**src/rtl/conv_pkg.sv**
```systemverilog
// rtl/conv_pkg.sv - shared state type, default widths and arithmetic helpers for the psum sequencer
package conv_pkg;

  localparam int CONV_IN_W  = 19;
  localparam int CONV_SUM_W = CONV_IN_W + 2;
  // Working width for the helpers; wide enough that no accumulator width can overflow it
  localparam int CONV_MAX_W = 64;

  typedef enum logic [1:0] {
    COLLECT,
    ISSUE,
    ACCUM,
    OUT
  } conv_state_e;

  // Sign-extend a raw adder result to the helper working width
  function automatic logic signed [CONV_MAX_W-1:0] sext_sum(input logic signed [CONV_SUM_W-1:0] i_s);
    return CONV_MAX_W'(i_s);
  endfunction

  // Add two values already inside a w-bit signed range, clamping the sum to that range
  function automatic logic signed [CONV_MAX_W-1:0] sat_add(
    input  logic signed [CONV_MAX_W-1:0] i_a,
    input  logic signed [CONV_MAX_W-1:0] i_b,
    input  int                           i_w,
    output logic                         o_ovf
  );
    logic signed [CONV_MAX_W-1:0] s;
    logic signed [CONV_MAX_W-1:0] hi;
    logic signed [CONV_MAX_W-1:0] lo;
    s     = i_a + i_b;
    hi    = (64'sd1 <<< (i_w - 1)) - 64'sd1;
    lo    = -hi - 64'sd1;
    o_ovf = 1'b0;
    if (s > hi) begin
      o_ovf = 1'b1;
      s     = hi;
    end else if (s < lo) begin
      o_ovf = 1'b1;
      s     = lo;
    end
    return s;
  endfunction

endpackage

```
**src/rtl/conv_acc_unit.sv**
```systemverilog
// rtl/conv_acc_unit.sv - channel accumulator with optional saturation (macro CONV_ACC_SAT_EN)
module conv_acc_unit
  import conv_pkg::*;
#(
  parameter int SUM_W = CONV_SUM_W,
  parameter int ACC_W = 24
) (
  input  logic             clk,
  input  logic             rst_n,
  input  logic             i_clear,
  input  logic             i_capture,
  input  logic             i_first,
  input  logic [SUM_W-1:0] i_sum,
  output logic [ACC_W-1:0] o_result,
  output logic             o_sat
);

  logic signed [ACC_W-1:0] r_acc;
  logic signed [ACC_W-1:0] w_base;
  logic signed [ACC_W-1:0] w_sum_ext;
  logic signed [ACC_W-1:0] w_res;

  // First channel of a pixel starts from zero instead of the previous total
  always_comb begin
    w_base    = i_first ? '0 : r_acc;
    w_sum_ext = ACC_W'(sext_sum(i_sum));
  end

`ifdef CONV_ACC_SAT_EN
  logic w_ovf;
  logic r_sat;

  // Clamped accumulate; overflow indication comes back from the helper
  always_comb begin
    w_ovf = 1'b0;
    w_res = ACC_W'(sat_add(CONV_MAX_W'(w_base), CONV_MAX_W'(w_sum_ext), ACC_W, w_ovf));
  end

  // Sticky per pixel: restarts on the first channel, then ORs in every clamping step
  always_ff @(posedge clk or negedge rst_n) begin
    if (!rst_n) begin
      r_sat <= 1'b0;
    end else if (i_clear) begin
      r_sat <= 1'b0;
    end else if (i_capture) begin
      r_sat <= w_ovf | (r_sat & ~i_first);
    end
  end

  assign o_sat = r_sat;
`else
  // Plain two's-complement accumulate, wrapping modulo 2^ACC_W
  always_comb begin
    w_res = w_base + w_sum_ext;
  end

  assign o_sat = 1'b0;
`endif

  // Accumulator register, loaded once per channel while the adder result is valid
  always_ff @(posedge clk or negedge rst_n) begin
    if (!rst_n) begin
      r_acc <= '0;
    end else if (i_clear) begin
      r_acc <= '0;
    end else if (i_capture) begin
      r_acc <= w_res;
    end
  end

  assign o_result = w_res;

endmodule

```
**src/rtl/conv_psum_sequencer.sv**
```systemverilog
// rtl/conv_psum_sequencer.sv - drives the shared 3-input psum adder and accumulates NUM_CH channels (macro CONV_ACC_SAT_EN)
module conv_psum_sequencer
  import conv_pkg::*;
#(
  parameter int   IN_W   = CONV_IN_W,
  parameter int   SUM_W  = IN_W + 2,
  parameter int   ACC_W  = 24,
  parameter int   NUM_CH = 4,
  localparam int  CNT_W  = (NUM_CH > 1) ? $clog2(NUM_CH) : 1
) (
  input  logic             clk,
  input  logic             rst_n,
  input  logic             clear,
  input  logic             in_valid,
  output logic             in_ready,
  input  logic [IN_W-1:0]  in_a,
  input  logic [IN_W-1:0]  in_b,
  input  logic [IN_W-1:0]  in_c,
  output logic             add_en,
  output logic [IN_W-1:0]  add_in1,
  output logic [IN_W-1:0]  add_in2,
  output logic [IN_W-1:0]  add_in3,
  input  logic [SUM_W-1:0] add_sum,
  output logic             out_valid,
  input  logic             out_ready,
  output logic [ACC_W-1:0] out_data,
  output logic [CNT_W-1:0] ch_cnt,
  output logic             sat_flag
);

  conv_state_e      r_state, w_state_nxt;
  logic             r_ready, w_ready_nxt;
  logic             r_add_en, w_add_en_nxt;
  logic [IN_W-1:0]  r_in1, r_in2, r_in3;
  logic [IN_W-1:0]  w_in1_nxt, w_in2_nxt, w_in3_nxt;
  logic [CNT_W-1:0] r_ch, w_ch_nxt;
  logic             r_out_valid, w_out_valid_nxt;
  logic [ACC_W-1:0] r_out_data, w_out_data_nxt;
  logic             w_capture;
  logic             w_first;
  logic [ACC_W-1:0] w_result;

  // The adder only drives a real sum in ACCUM, so that is the only capture point
  assign w_capture = (r_state == ACCUM) & ~clear;
  assign w_first   = (r_ch == '0);

  conv_acc_unit #(
    .SUM_W (SUM_W),
    .ACC_W (ACC_W)
  ) u_acc (
    .clk       (clk),
    .rst_n     (rst_n),
    .i_clear   (clear),
    .i_capture (w_capture),
    .i_first   (w_first),
    .i_sum     (add_sum),
    .o_result  (w_result),
    .o_sat     (sat_flag)
  );

  // Next-state and registered-output values; clear overrides every state
  always_comb begin
    w_state_nxt     = r_state;
    w_ready_nxt     = r_ready;
    w_add_en_nxt    = 1'b0;
    w_in1_nxt       = r_in1;
    w_in2_nxt       = r_in2;
    w_in3_nxt       = r_in3;
    w_ch_nxt        = r_ch;
    w_out_valid_nxt = r_out_valid;
    w_out_data_nxt  = r_out_data;
    if (clear) begin
      w_state_nxt     = COLLECT;
      w_ready_nxt     = 1'b1;
      w_ch_nxt        = '0;
      w_out_valid_nxt = 1'b0;
    end else begin
      case (r_state)
        COLLECT: begin
          w_ready_nxt = 1'b1;
          if (in_valid && r_ready) begin
            w_in1_nxt    = in_a;
            w_in2_nxt    = in_b;
            w_in3_nxt    = in_c;
            w_add_en_nxt = 1'b1;
            w_ready_nxt  = 1'b0;
            w_state_nxt  = ISSUE;
          end
        end
        ISSUE: begin
          w_ready_nxt = 1'b0;
          w_state_nxt = ACCUM;
        end
        ACCUM: begin
          if (r_ch == CNT_W'(NUM_CH - 1)) begin
            w_out_data_nxt  = w_result;
            w_out_valid_nxt = 1'b1;
            w_ch_nxt        = '0;
            w_ready_nxt     = 1'b0;
            w_state_nxt     = OUT;
          end else begin
            w_ch_nxt    = r_ch + CNT_W'(1);
            w_ready_nxt = 1'b1;
            w_state_nxt = COLLECT;
          end
        end
        OUT: begin
          w_ready_nxt = 1'b0;
          if (out_ready) begin
            w_out_valid_nxt = 1'b0;
            w_ready_nxt     = 1'b1;
            w_state_nxt     = COLLECT;
          end
        end
        default: begin
          w_state_nxt = COLLECT;
          w_ready_nxt = 1'b0;
        end
      endcase
    end
  end

  // State and registered outputs
  always_ff @(posedge clk or negedge rst_n) begin
    if (!rst_n) begin
      r_state     <= COLLECT;
      r_ready     <= 1'b0;
      r_add_en    <= 1'b0;
      r_in1       <= '0;
      r_in2       <= '0;
      r_in3       <= '0;
      r_ch        <= '0;
      r_out_valid <= 1'b0;
      r_out_data  <= '0;
    end else begin
      r_state     <= w_state_nxt;
      r_ready     <= w_ready_nxt;
      r_add_en    <= w_add_en_nxt;
      r_in1       <= w_in1_nxt;
      r_in2       <= w_in2_nxt;
      r_in3       <= w_in3_nxt;
      r_ch        <= w_ch_nxt;
      r_out_valid <= w_out_valid_nxt;
      r_out_data  <= w_out_data_nxt;
    end
  end

  // A triple offered alongside clear must not be taken
  assign in_ready  = r_ready & ~clear;
  assign add_en    = r_add_en;
  assign add_in1   = r_in1;
  assign add_in2   = r_in2;
  assign add_in3   = r_in3;
  assign ch_cnt    = r_ch;
  assign out_valid = r_out_valid;
  assign out_data  = r_out_data;

endmodule

```
**config.mk**
```make
export PLATFORM = sky130hd
export DESIGN_NAME = conv_psum_sequencer
export DESIGN_NICKNAME = d
export VERILOG_FILES = /design/src/rtl/conv_pkg.sv /design/src/rtl/conv_acc_unit.sv /design/src/rtl/conv_psum_sequencer.sv
export SDC_FILE = /design/constraint.sdc
export NUM_CORES = 1
export LEC_CHECK = 0
export ABC_CLOCK_PERIOD_IN_PS = 7630
export CAP_MARGIN = 40
export CELL_PAD_IN_SITES_DETAIL_PLACEMENT = 0
export CELL_PAD_IN_SITES_GLOBAL_PLACEMENT = 2
export CORE_AREA = 2 2 145 133
export CTS_BUF_LIST = sky130_fd_sc_hd__clkbuf_8
export CTS_CLUSTER_DIAMETER = 150
export DETAILED_ROUTE_END_ITERATION = 10
export DIE_AREA = 0 0 147 135
export PLACE_DENSITY_LB_ADDON = 0.1
export SYNTH_ARGS = -nofsm -noshare
export SYNTH_HDL_FRONTEND = slang
export SYNTH_HIERARCHICAL = 1
export SYNTH_SLANG_ARGS = --single-unit
```
**constraint.sdc**
```tcl
create_clock -name clk -period 7.63 [get_ports clk]
set_clock_uncertainty 0.15 [all_clocks]
set_input_delay 1.526 -clock clk [delete_from_list [all_inputs] [get_ports clk]]
set_output_delay 1.526 -clock clk [all_outputs]
set_load 0.05 [all_outputs]
```
### Word level (Yosys, flattened, before mapping)

Cells that the tools add are included.

| word-level totals | value |
|---|---|
| bits in registers | 112 |
| bits in latches | 0 |
| memory bits (writable) | 0 |
| bits in read-only memories | 0 |
| output and inout port bits | 87 |
| logic and storage cells | 55 |
| memories | 0 |

| cells by class | value |
|---|---|
| add/subtract/negate cells | 2 |
| multipliers | 0 |
| div/mod/pow operators | 0 |
| order comparisons | 0 |
| eq/ne operators | 7 |
| shifts and indexed selects | 0 |
| muxes and demuxes | 23 |
| bitwise gates (word level) | 3 |
| reduce and logical (&&, ||, !) cells | 10 |

Operators by type and width:

| cell | number |
|---|---|
| 24-bit 2-to-1 mux | 3 |
| 24-bit by 21-bit adder with 24-bit output | 1 |
| 2-bit 2-to-1 mux | 7 |
| 1-bit 2-to-1 mux | 10 |
| 3-bit AND reduction | 3 |
| 2-bit one-hot mux with 4 select lines | 1 |
| 2-bit equality test (second input constant) | 3 |
| 3-bit != test (second input constant) | 2 |
| 2-bit logical NOT | 2 |
| 1-bit one-hot mux with 4 select lines | 1 |
| 2-bit nonzero test | 2 |
| 3-bit by 2-bit != test with 1-bit output (second input constant) | 1 |
| 3-bit nonzero test | 1 |
| 2-bit by 1-bit adder with 2-bit output (second input constant) | 1 |
| 1-bit bitwise AND | 2 |
| 2-bit by 1-bit equality test with 1-bit output (second input constant) | 1 |
| 1-bit one-hot mux with 2 select lines | 1 |
| 2-bit AND reduction | 1 |
| 1-bit logical AND | 1 |
| 1-bit inverter | 1 |

### Longest topological paths before layout

Gate-level depths: netlist (run 1).

| logic depth | value |
|---|---|
| word-level depth | 5 |
| mapped depth | 16 |
| gate-level depth less buffers | 14 |

### Hierarchy

The synthesis (run 1) kept the hierarchy.

Modules (own cells, without submodules):

| module | times used | cells an instance | area an instance (um^2) | sequential area each (um^2) |
|---|---|---|---|---|
| conv_psum_sequencer | 1 | 212 | 3467.1 | 2202.1 |
| conv_acc_unit | 1 | 320 | 2663.8 | 600.6 |

### Worst setup path after synthesis (run 1)

No wires, ideal clock.

| path | value |
|---|---|
| path type | input to output |
| start point | in clear |
| end point | out in_ready |
| arrival | 2.402 ns |
| data required time | 5.954 ns |
| slack | 3.552 ns |
| stages on the path | 2 |
| cells stage by stage | clkbuf_1 -> nor2b_1 |

| between the ends | value |
|---|---|
| longest elaborated chain between the ends | 2 |

Ends and longest elaborated chain:

| item | RTL line | source |
|---|---|---|
| from (decl) | conv_psum_sequencer.sv:13 | `input logic clear,` |
| 1-bit inverter (no line) | -- |  |
| 1-bit bitwise AND | conv_psum_sequencer.sv:149 | `assign in_ready = r_ready & ~clear;` |
| to (decl) | conv_psum_sequencer.sv:15 | `output logic in_ready,` |

No other way between the ends.

### Final worst setup path (run 1)

Ends and elaborated chain as after synthesis.

==> results.sh, run 1 <==
export IMPL_status="finished, final reports clean"
export IMPL_pre_cts_ws_ns=2.73
export IMPL_htree_levels=3
export IMPL_seq_area_um2=2800
export IMPL_hold_path_class="reg -> reg"
export IMPL_die_area_um2=19800
export IMPL_fill_cells=1738
export IMPL_drc=0
export IMPL_wirelength_um=16500
export IMPL_synth_compound_area_share_pct=12.6
export IMPL_fmax_ghz=0.205
export IMPL_final_nets=795
export IMPL_setup_viol=0
export IMPL_num_antenna_cells=0
export IMPL_synth_edf_count=0
export IMPL_ys_flop_type="dfrtp_1"
export IMPL_synthAdderAreaFrac_pct=5.63
export IMPL_setup_ws_ns=2.74
export IMPL_synth_commonest_cells="dfrtp_1 (112), mux2_2 (62), nor2_1 (36), nor2b_1 (27), ha_1 (26)"
export IMPL_vias=4643
export IMPL_fin_crit_sh_pct=64.0
export IMPL_synth_xor_area_share_pct=2.71
export IMPL_hold_ws_ns=0.365
export IMPL_relSlewSlack_pct=58.9
export IMPL_power_total_mw=1.86
export IMPL_hold_buffers=0
export IMPL_fin_area_um2=8230
export IMPL_antenna_found_initial=1
export IMPL_crit_path_end_kind="primary output"
export IMPL_netlist_top_cells_area="dfrtp_1 (46%), mux2_2 (11%), ha_1 (5.3%)"
export IMPL_pin_count=170
export IMPL_synth_cell_type_count=66
export IMPL_cts_tree="yes"
export IMPL_top_layer="met5"
export IMPL_cts_buffer_depth=2
export IMPL_clk_insertion_delay_late_ns=0.40
export IMPL_grt_max_degree=57
export IMPL_synth_top_family_by_area="multiplexers"
export IMPL_synth_simple_area_share_pct=10.7
export IMPL_stdcell_count=935
export IMPL_dp_cells=919
export IMPL_synth_top_area_share_pct=45.7
export IMPL_worstSetupStartpointType="primary input"
export IMPL_post_dp_cell_area_um2=8030
export IMPL_cts_resized=0
export IMPL_yosysMostFrequentCell="dfrtp_1"
export IMPL_drtAntennaViolNets=0
export IMPL_wire_per_inst_um=17.7
export IMPL_utilization_pct=45.2
export IMPL_grt_overflow_total=0
export IMPL_hold_violations=0
export IMPL_yosysTopAreaCell="dfrtp_1"
export IMPL_grt_usage_pct=17.0
export IMPL_grt_pass1_wl_um=26500
export IMPL_first_pass_iters=4
export IMPL_core_area_um2=18200
export IMPL_ys_warn_count=6
export IMPL_syn_num_nets=642
export IMPL_cts_num_sinks=112
export IMPL_synthArstFlopShare_pct=100
export IMPL_post_cts_setup_buffers=0
export IMPL_die_height_um=135
export IMPL_ys_seq_area_share_pct=45.7
export IMPL_p_leak_nw=3.66
export IMPL_synth_cell_area_um2=6130
export IMPL_routabilityCongestion=0.814
export IMPL_multi_input_comb_area_um2=3110
export IMPL_rrSetupSlack_ns=3.80
export IMPL_syn_avg_cell_area_um2=11.5
export IMPL_synthMuxAreaShare_pct=19.0
export IMPL_drv_cap=0
export IMPL_grt_pass1_vias=4891
export IMPL_crit_arrival_ns=3.21
export IMPL_synthCells=532
export IMPL_tns_ns=0
export IMPL_port_buffers=168
export IMPL_chipWidth_um=147
export IMPL_path_clk_slew_ns=0.11
export IMPL_first_iter_violations=217
export IMPL_rsz0062_at_grt="false"
export IMPL_slew_violations=0
export IMPL_ys_seq_elements=112
export IMPL_timing_final_crit_period_ns=4.89
export IMPL_route_met3_wl_um=1860
export IMPL_initial_core_util_pct=33.6
export IMPL_hpwl_um=11800
export IMPL_crit_type="in -> out"
export IMPL_num_rows=47
export IMPL_route_met2_wl_um=7290
export IMPL_met1_length_um=7090
export IMPL_layout_drive_gt1_share_pct=16.8
export IMPL_cts_inserted_buffers=9
export IMPL_viasPerCell=4.97
export IMPL_p_per_area_nw_per_um2=226
export IMPL_worstMarginPinSlew_ns=0.614
export IMPL_area_delta_synth_final_pct=34.3
export IMPL_cp_max_fo=42
export IMPL_peakVddDrop_uv=191
export IMPL_cts_root_buf="clkbuf_8"
export IMPL_cp_required_ns=5.95
[path summary, 6_finish.rpt]
| path | from | endpoint | cells after the start |
|---|---|---|---|
| worst min-delay path | out_data[11] | out_data[11] | 1 |
| max in group asynchronous | rst_n | out_data[3] | 3 |
| worst min register to register | out_data[11] | out_data[11] | 1 |
| worst max-delay path | clear | in_ready | 4 |
| min in group asynchronous | rst_n | u_acc/r_acc[17] | 1 |
| worst max register to register | ch_cnt[0] | out_data[23] | 14 |
[layer usage]
| metal | GRT usage (%) | vias to the layer above |
|---|---|---|
| met2 | 26.2 | 165 |
| met1 | 21.0 | 2245 |
| met4 | 4.75 | 2 |
| li1 | - | 2213 |
| met5 | 0 | - |
| met3 | 8.92 | 18 |
[critical path, cell delays in order]
cell,delay (ns)
clkdlybuf4s50_1,0.46
buf_4,0.41
nor2b_1,0.10
clkdlybuf4s50_1,0.71
[state kept, by name (all words and copies together) (netlist names)]
name         cells
add_in1         19
out_valid        1
ch_cnt           2
r_state          2
add_in3         19
out_data        24
add_en           1
r_ready          1
add_in2         19
u_acc/r_acc     24
[logic make-up after synthesis]
logic type	after synthesis
other	1
XOR/XNOR	19
multiplexers	99
adder cells (fa/ha/maj)	27
buffers and inverters	48
AND/OR/NAND/NOR	121
flip-flops	112
AO/OA/AOI/OAI	105
[placed cells by master (no fill, tap or decap), types with 6 or more instances in the layout]
| cell type | count |
|---|---|
| clkdlybuf4s50_1 | 167 |
| dfrtp_1 | 112 |
| mux2_2 | 62 |
| nor2_1 | 36 |
| nor2b_1 | 27 |
| ha_1 | 26 |
| a21oi_1 | 20 |
| mux2_4 | 19 |
| a21o_1 | 19 |
| mux2i_1 | 18 |
| nand2_1 | 16 |
| inv_1 | 15 |
| xnor2_1 | 14 |
| o21ai_0 | 11 |
| clkbuf_8 | 9 |
| o21a_1 | 9 |
| buf_4 | 7 |
| a211oi_1 | 6 |
[final cells by class]
type | instances | share of cell area (%)
flip-flops and latches | 112 | 34.0
clock inverters | 7 | 1.00
multi-input cells | 372 | 37.8
clock buffers | 9 | 1.50
inverters | 15 | 0.684
repair buffers | 175 | 21.3
well taps | 245 | 3.72
[power breakdown]
| part | internal, mW | total [mW] | switching [mW] |
|---|---|---|---|
| logic | 0.290 | 0.752 | 0.462 |
| clock network | 0.133 | 0.379 | 0.246 |
| registers | 0.684 | 0.734 | 0.0502 |
| total | 1.11 | 1.86 | 0.758 |
Power figures use the tool's default switching activity.
==> inputs of run 2 (changes only) <==
Settings changed: ABC_CLOCK_PERIOD_IN_PS 7630 to 4400, CORE_AREA 2 2 145 133 to 2 2 157 143, DIE_AREA 0 0 147 135 to 0 0 159 145.
Clock period 7.63 ns to 4.4 ns, I/O delays scaled along.
==> run 2 against run 1 <==
Compared with the run above: cell area up 0.53%; global-route usage is 2.1 points lower; via count decreased by 0.56%; critical path depth increased by 10; clock power up 75%; non-clock buffer count rose by 1; utilization shrank 6.6 points; first-iteration DRC count decreased by 22%; cell count increased by 5.0%; largest power group unchanged; highest routed layer unchanged.
==> results.sh, run 2 (synthesized netlist as in run 1, its figures left out) <==
export IMPL_status="finished, final reports clean"
export IMPL_post_cts_setup_buffers=0
export IMPL_path_clk_slew_ns=0.13
export IMPL_htree_levels=3
export IMPL_slew_violations=0
export IMPL_cts_root_buf="clkbuf_8"
export IMPL_hold_path_class="reg -> reg"
export IMPL_cp_required_ns=4.54
export IMPL_cp_max_fo=11
export IMPL_port_buffers=168
export IMPL_cts_buffer_depth=2
export IMPL_area_delta_synth_final_pct=35.0
export IMPL_antenna_found_initial=1
export IMPL_grt_overflow_total=0
export IMPL_cp_cell_sequence="inv_1 > ha_1 > nor2b_1 > ha_1 > inv_1 > fa_1 > nor2b_1 > o31a_1 > o21bai_1 > nand4_1 > a31oi_1 > o21a_1 > xnor2_1 > mux2_2"
export IMPL_num_rows=51
export IMPL_setup_ws_ns=0.490
export IMPL_vias=4617
export IMPL_critical_path_max_stage_delay_ns=0.50
export IMPL_routabilityCongestion=0.779
export IMPL_die_area_um2=23100
export IMPL_hpwl_um=12200
export IMPL_crit_type="reg -> reg"
export IMPL_fin_area_um2=8280
export IMPL_grt_usage_pct=15.0
export IMPL_hold_buffers=0
export IMPL_peakVddDrop_uv=286
export IMPL_fmax_ghz=0.256
export IMPL_cts_tree="yes"
export IMPL_wire_per_inst_um=17.1
export IMPL_die_height_um=145
export IMPL_core_area_um2=21400
export IMPL_cts_resized=0
export IMPL_initial_core_util_pct=28.6
export IMPL_grt_pass1_wl_um=27700
export IMPL_grt_max_degree=59
export IMPL_rrSetupSlack_ns=0.49
export IMPL_p_per_area_nw_per_um2=391
export IMPL_drtAntennaViolNets=0
export IMPL_crit_slowest_cell="a31oi_1"
export IMPL_cts_inserted_buffers=9
export IMPL_layout_commonest_cell="clkdlybuf4s50_1"
export IMPL_worstMarginPinSlew_ns=0.875
export IMPL_chipWidth_um=159
export IMPL_layout_common_cells="clkdlybuf4s50_1 (166), dfrtp_1 (112), mux2_2 (62)"
export IMPL_cts_num_sinks=112
export IMPL_pre_cts_ws_ns=0.297
export IMPL_relSlewSlack_pct=41.6
export IMPL_worstSetupStartpointType="flip-flop"
export IMPL_timing_final_crit_period_ns=3.91
export IMPL_tns_ns=0
export IMPL_layout_drive_gt1_share_pct=17.1
export IMPL_critical_path_top_delay_family="compound AO/OA/AOI/OAI gates"
export IMPL_rsz0062_at_grt="false"
export IMPL_p_leak_nw=3.66
export IMPL_num_antenna_cells=0
export IMPL_power_total_mw=3.23
export IMPL_drc=0
export IMPL_first_iter_violations=170
export IMPL_fill_cells=2136
export IMPL_post_dp_cell_area_um2=8070
export IMPL_cp_num_buf_inv=2
export IMPL_hold_violations=0
export IMPL_first_pass_iters=4
export IMPL_pin_count=170
export IMPL_final_nets=796
export IMPL_drv_cap=0
export IMPL_clk_insertion_delay_late_ns=0.40
export IMPL_crit_path_end_kind="flip-flop"
export IMPL_setup_viol=0
export IMPL_fin_crit_sh_pct=88.9
export IMPL_crit_arrival_ns=4.05
export IMPL_wirelength_um=16800
export IMPL_grt_pass1_vias=4939
export IMPL_utilization_pct=38.6
export IMPL_viasPerCell=4.70
[run 2: changes by cell type in the layout (fill, tap and decap cells not counted)]
cell | previous run | this run
clkbuf_8 | 9 | 10
clkdlybuf4s50_1 | 167 | 166
buf_16 | 1 | 0
inv_8 | 3 | 1
clkinv_4 | 0 | 1
inv_6 | 1 | 2
buf_4 | 7 | 10
clkinvlp_4 | 1 | 0
[run 2: per-stage QoR]
step / hold WS [ns] / cells
3_3_place_gp: 0.337 / 966
4_1_cts: 0.372 / 982
2_1_floorplan: 0.328 / 532
6_report: 0.368 / 982
3_5_place_dp: 0.341 / 966
5_1_grt: 0.384 / 982
[run 2: area by class of cell]
cell class	instances	area (um2)	area share [%]
Clock inverter	6	70.1	0.846
Tap cell	291	364	4.40
Sequential cell	112	2800	33.9
Inverter	15	56.3	0.680
Multi-Input combinational cell	372	3110	37.6
Clock buffer	10	138	1.66
Timing Repair Buffer	176	1740	21.0
[run 2: final timing paths]
path / depth (start not counted) / from / endpoint
min reg2reg: 1 / add_in3[16] / add_in3[16]
max reg2reg: 14 / ch_cnt[0] / out_data[22]
max in group asynchronous: 2 / rst_n / add_in3[13]
max: 14 / ch_cnt[0] / out_data[22]
min in group asynchronous: 1 / rst_n / out_data[17]
min: 1 / add_in3[16] / add_in3[16]
[run 2: where the power goes]
group | switching, mW | internal, mW
clock network | 0.423 | 0.241
logic | 0.794 | 0.501
registers | 0.0873 | 1.19
total | 1.30 | 1.93
[run 2: worst register-to-register path, cell delays in order (launching register included)]
cell	delay, ns
dfrtp_1	0.46
inv_1	0.08
ha_1	0.47
nor2b_1	0.10
ha_1	0.25
inv_1	0.08
fa_1	0.21
nor2b_1	0.07
o31a_1	0.30
o21bai_1	0.42
nand4_1	0.16
a31oi_1	0.50
o21a_1	0.21
xnor2_1	0.07
mux2_2	0.26
[run 2: per-layer routing]
metal / part of all wire [%] / global-route usage [%] / up-vias
li1: - / - / 2211
met1: 43 / 18.8 / 2245
met2: 45 / 23.0 / 147
met3: 11 / 7.40 / 12
met4: 1.0 / 3.68 / 2
met5: 0.077 / 0 / -
==> inputs of run 3 (changes only) <==
Settings changed: CORE_AREA 2 2 157 143 to 2 2 137 126, DIE_AREA 0 0 159 145 to 0 0 139 128, DONT_BUFFER_PORTS from default to 1.
==> run 3 against run 2 <==
Compared with the run above: clock-buffer cell count fell by 1; first-iteration DRC count rose by 22%; sequential power rose by 46%; utilization rose by 1.1 points; sequential share of layout area rose by 9.1 points; clock power fell by 7.5%; power fell by 13%; cell area fell by 21%; setup slack improved by 0.16 ns; combinational power fell by 74%; critical path type unchanged.
==> results.sh, run 3 (synthesized netlist as in run 1, its figures left out) <==
export IMPL_status="finished, final reports clean"
export IMPL_hold_violations=0
export IMPL_viasPerCell=5.39
export IMPL_critical_path_top_delay_family="compound AO/OA/AOI/OAI gates"
export IMPL_pin_count=170
export IMPL_port_buffers=0
export IMPL_globalRouteMet2Util_pct=28.8
export IMPL_clk_insertion_delay_late_ns=0.39
export IMPL_startpoint="ch_cnt[0]"
export IMPL_grt_usage_pct=17.3
export IMPL_crit_slowest_cell="ha_1"
export IMPL_crit_arrival_ns=3.88
export IMPL_grt_overflow_total=0
export IMPL_first_pass_iters=4
export IMPL_worstMarginPinSlew_ns=0.826
export IMPL_fin_area_um2=6530
export IMPL_htree_levels=3
export IMPL_drv_cap=0
export IMPL_hold_path_class="in -> async"
export IMPL_p_leak_nw=3.03
export IMPL_core_area_um2=16400
export IMPL_initial_core_util_pct=37.3
export IMPL_antenna_found_initial=0
export IMPL_final_nets=631
export IMPL_die_area_um2=17800
export IMPL_rsz0062_at_grt="false"
export IMPL_cts_resized=0
export IMPL_area_delta_synth_final_pct=6.43
export IMPL_num_rows=45
export IMPL_post_cts_setup_buffers=0
export IMPL_post_dp_cell_area_um2=6290
export IMPL_worstSetupStartpointType="flip-flop"
export IMPL_path_clk_slew_ns=0.11
export IMPL_cp_max_fo=12
export IMPL_power_total_mw=2.80
export IMPL_cts_inserted_buffers=9
export IMPL_timing_final_crit_period_ns=3.75
export IMPL_cp_required_ns=4.53
export IMPL_fmax_ghz=0.267
export IMPL_first_iter_violations=207
export IMPL_cp_cell_sequence="inv_1 > ha_1 > nor2b_1 > ha_1 > inv_1 > fa_1 > nor2b_1 > o31a_1 > o21bai_1 > nand4_1 > a31oi_1 > o21a_1 > xnor2_1 > mux2_2"
export IMPL_setup_viol=0
export IMPL_grt_max_degree=91
export IMPL_vias=3975
export IMPL_tns_ns=0
export IMPL_drtAntennaViolNets=0
export IMPL_num_antenna_cells=0
export IMPL_critical_path_max_stage_delay_ns=0.45
export IMPL_peakVddDrop_uv=325
export IMPL_routabilityCongestion=0.776
export IMPL_layout_common_cells="dfrtp_1 (112), mux2_2 (62), nor2_1 (36)"
export IMPL_cp_num_buf_inv=2
export IMPL_hpwl_um=10500
export IMPL_p_per_area_nw_per_um2=429
export IMPL_hold_ws_ns=0.234
export IMPL_setup_ws_ns=0.649
export IMPL_layout_commonest_cell="dfrtp_1"
export IMPL_r2r_start="ch_cnt[0]"
export IMPL_wire_per_inst_um=20.6
export IMPL_chipWidth_um=139
export IMPL_top_usage_layer="met2"
export IMPL_drc=0
export IMPL_pre_cts_ws_ns=0.657
export IMPL_grt_pass1_vias=4206
export IMPL_cts_buffer_depth=2
export IMPL_cts_root_buf="clkbuf_8"
export IMPL_crit_type="reg -> reg"
export IMPL_slew_violations=0
export IMPL_grt_use_met3_pct=6.95
export IMPL_grt_use_met1_pct=21.6
export IMPL_cts_num_sinks=112
export IMPL_layout_drive_gt1_share_pct=22.1
export IMPL_grt_pass1_wl_um=23900
export IMPL_fin_crit_sh_pct=85.3
export IMPL_crit_path_end_kind="flip-flop"
export IMPL_relSlewSlack_pct=45.0
export IMPL_die_height_um=128
export IMPL_wirelength_um=15200
export IMPL_cts_tree="yes"
-- run 3: metal layers --
metal	up-vias	wire (um)
li1	1884	-
met1	1941	6580
met2	139	7200
met3	11	1210
met4	0	160
met5	-	0
-- run 3: cell type report --
class                           count  area [um2]
Clock buffer                        9         124
Clock inverter                      7        60.1
Fill cell                        1612        9920
Inverter                           15        56.3
Multi-Input combinational cell    372        3110
Sequential cell                   112        2800
Tap cell                          211         264
Timing Repair Buffer               11         108
-- run 3: what timing repair did --
item                                    4_1_cts  5_1_grt
endpoints found under the hold margin        90        0
endpoints found under the setup margin        0        0
hold buffers                                  3        0
-- run 3: final timing paths --
kind                                   to  slack [ns]  cells past startpoint
setup / recovery             out_data[22]        0.65                     14
hold / removal               out_data[14]        0.23                      1
setup reg to reg             out_data[22]        0.65                     14
hold reg to reg            u_acc/r_acc[4]        0.37                      2
max in group asynchronous  u_acc/r_acc[3]        2.72                      1
min in group clk           u_acc/r_acc[4]        0.37                      2
-- run 3: metrics by stage --
stage / cells / util [%]
after floorplan: 532 / -
after global placement: 717 / 38.2
after detailed placement: 718 / 38.3
after CTS: 737 / 39.7
after global routing: 737 / 39.7
final: 737 / 39.7
-- run 3: where the power goes --
part	internal (mW)	switching [mW]	leakage, nW
Combinational	0.194	0.138	1.50
Clock	0.219	0.396	0.0959
Sequential	1.18	0.679	1.43
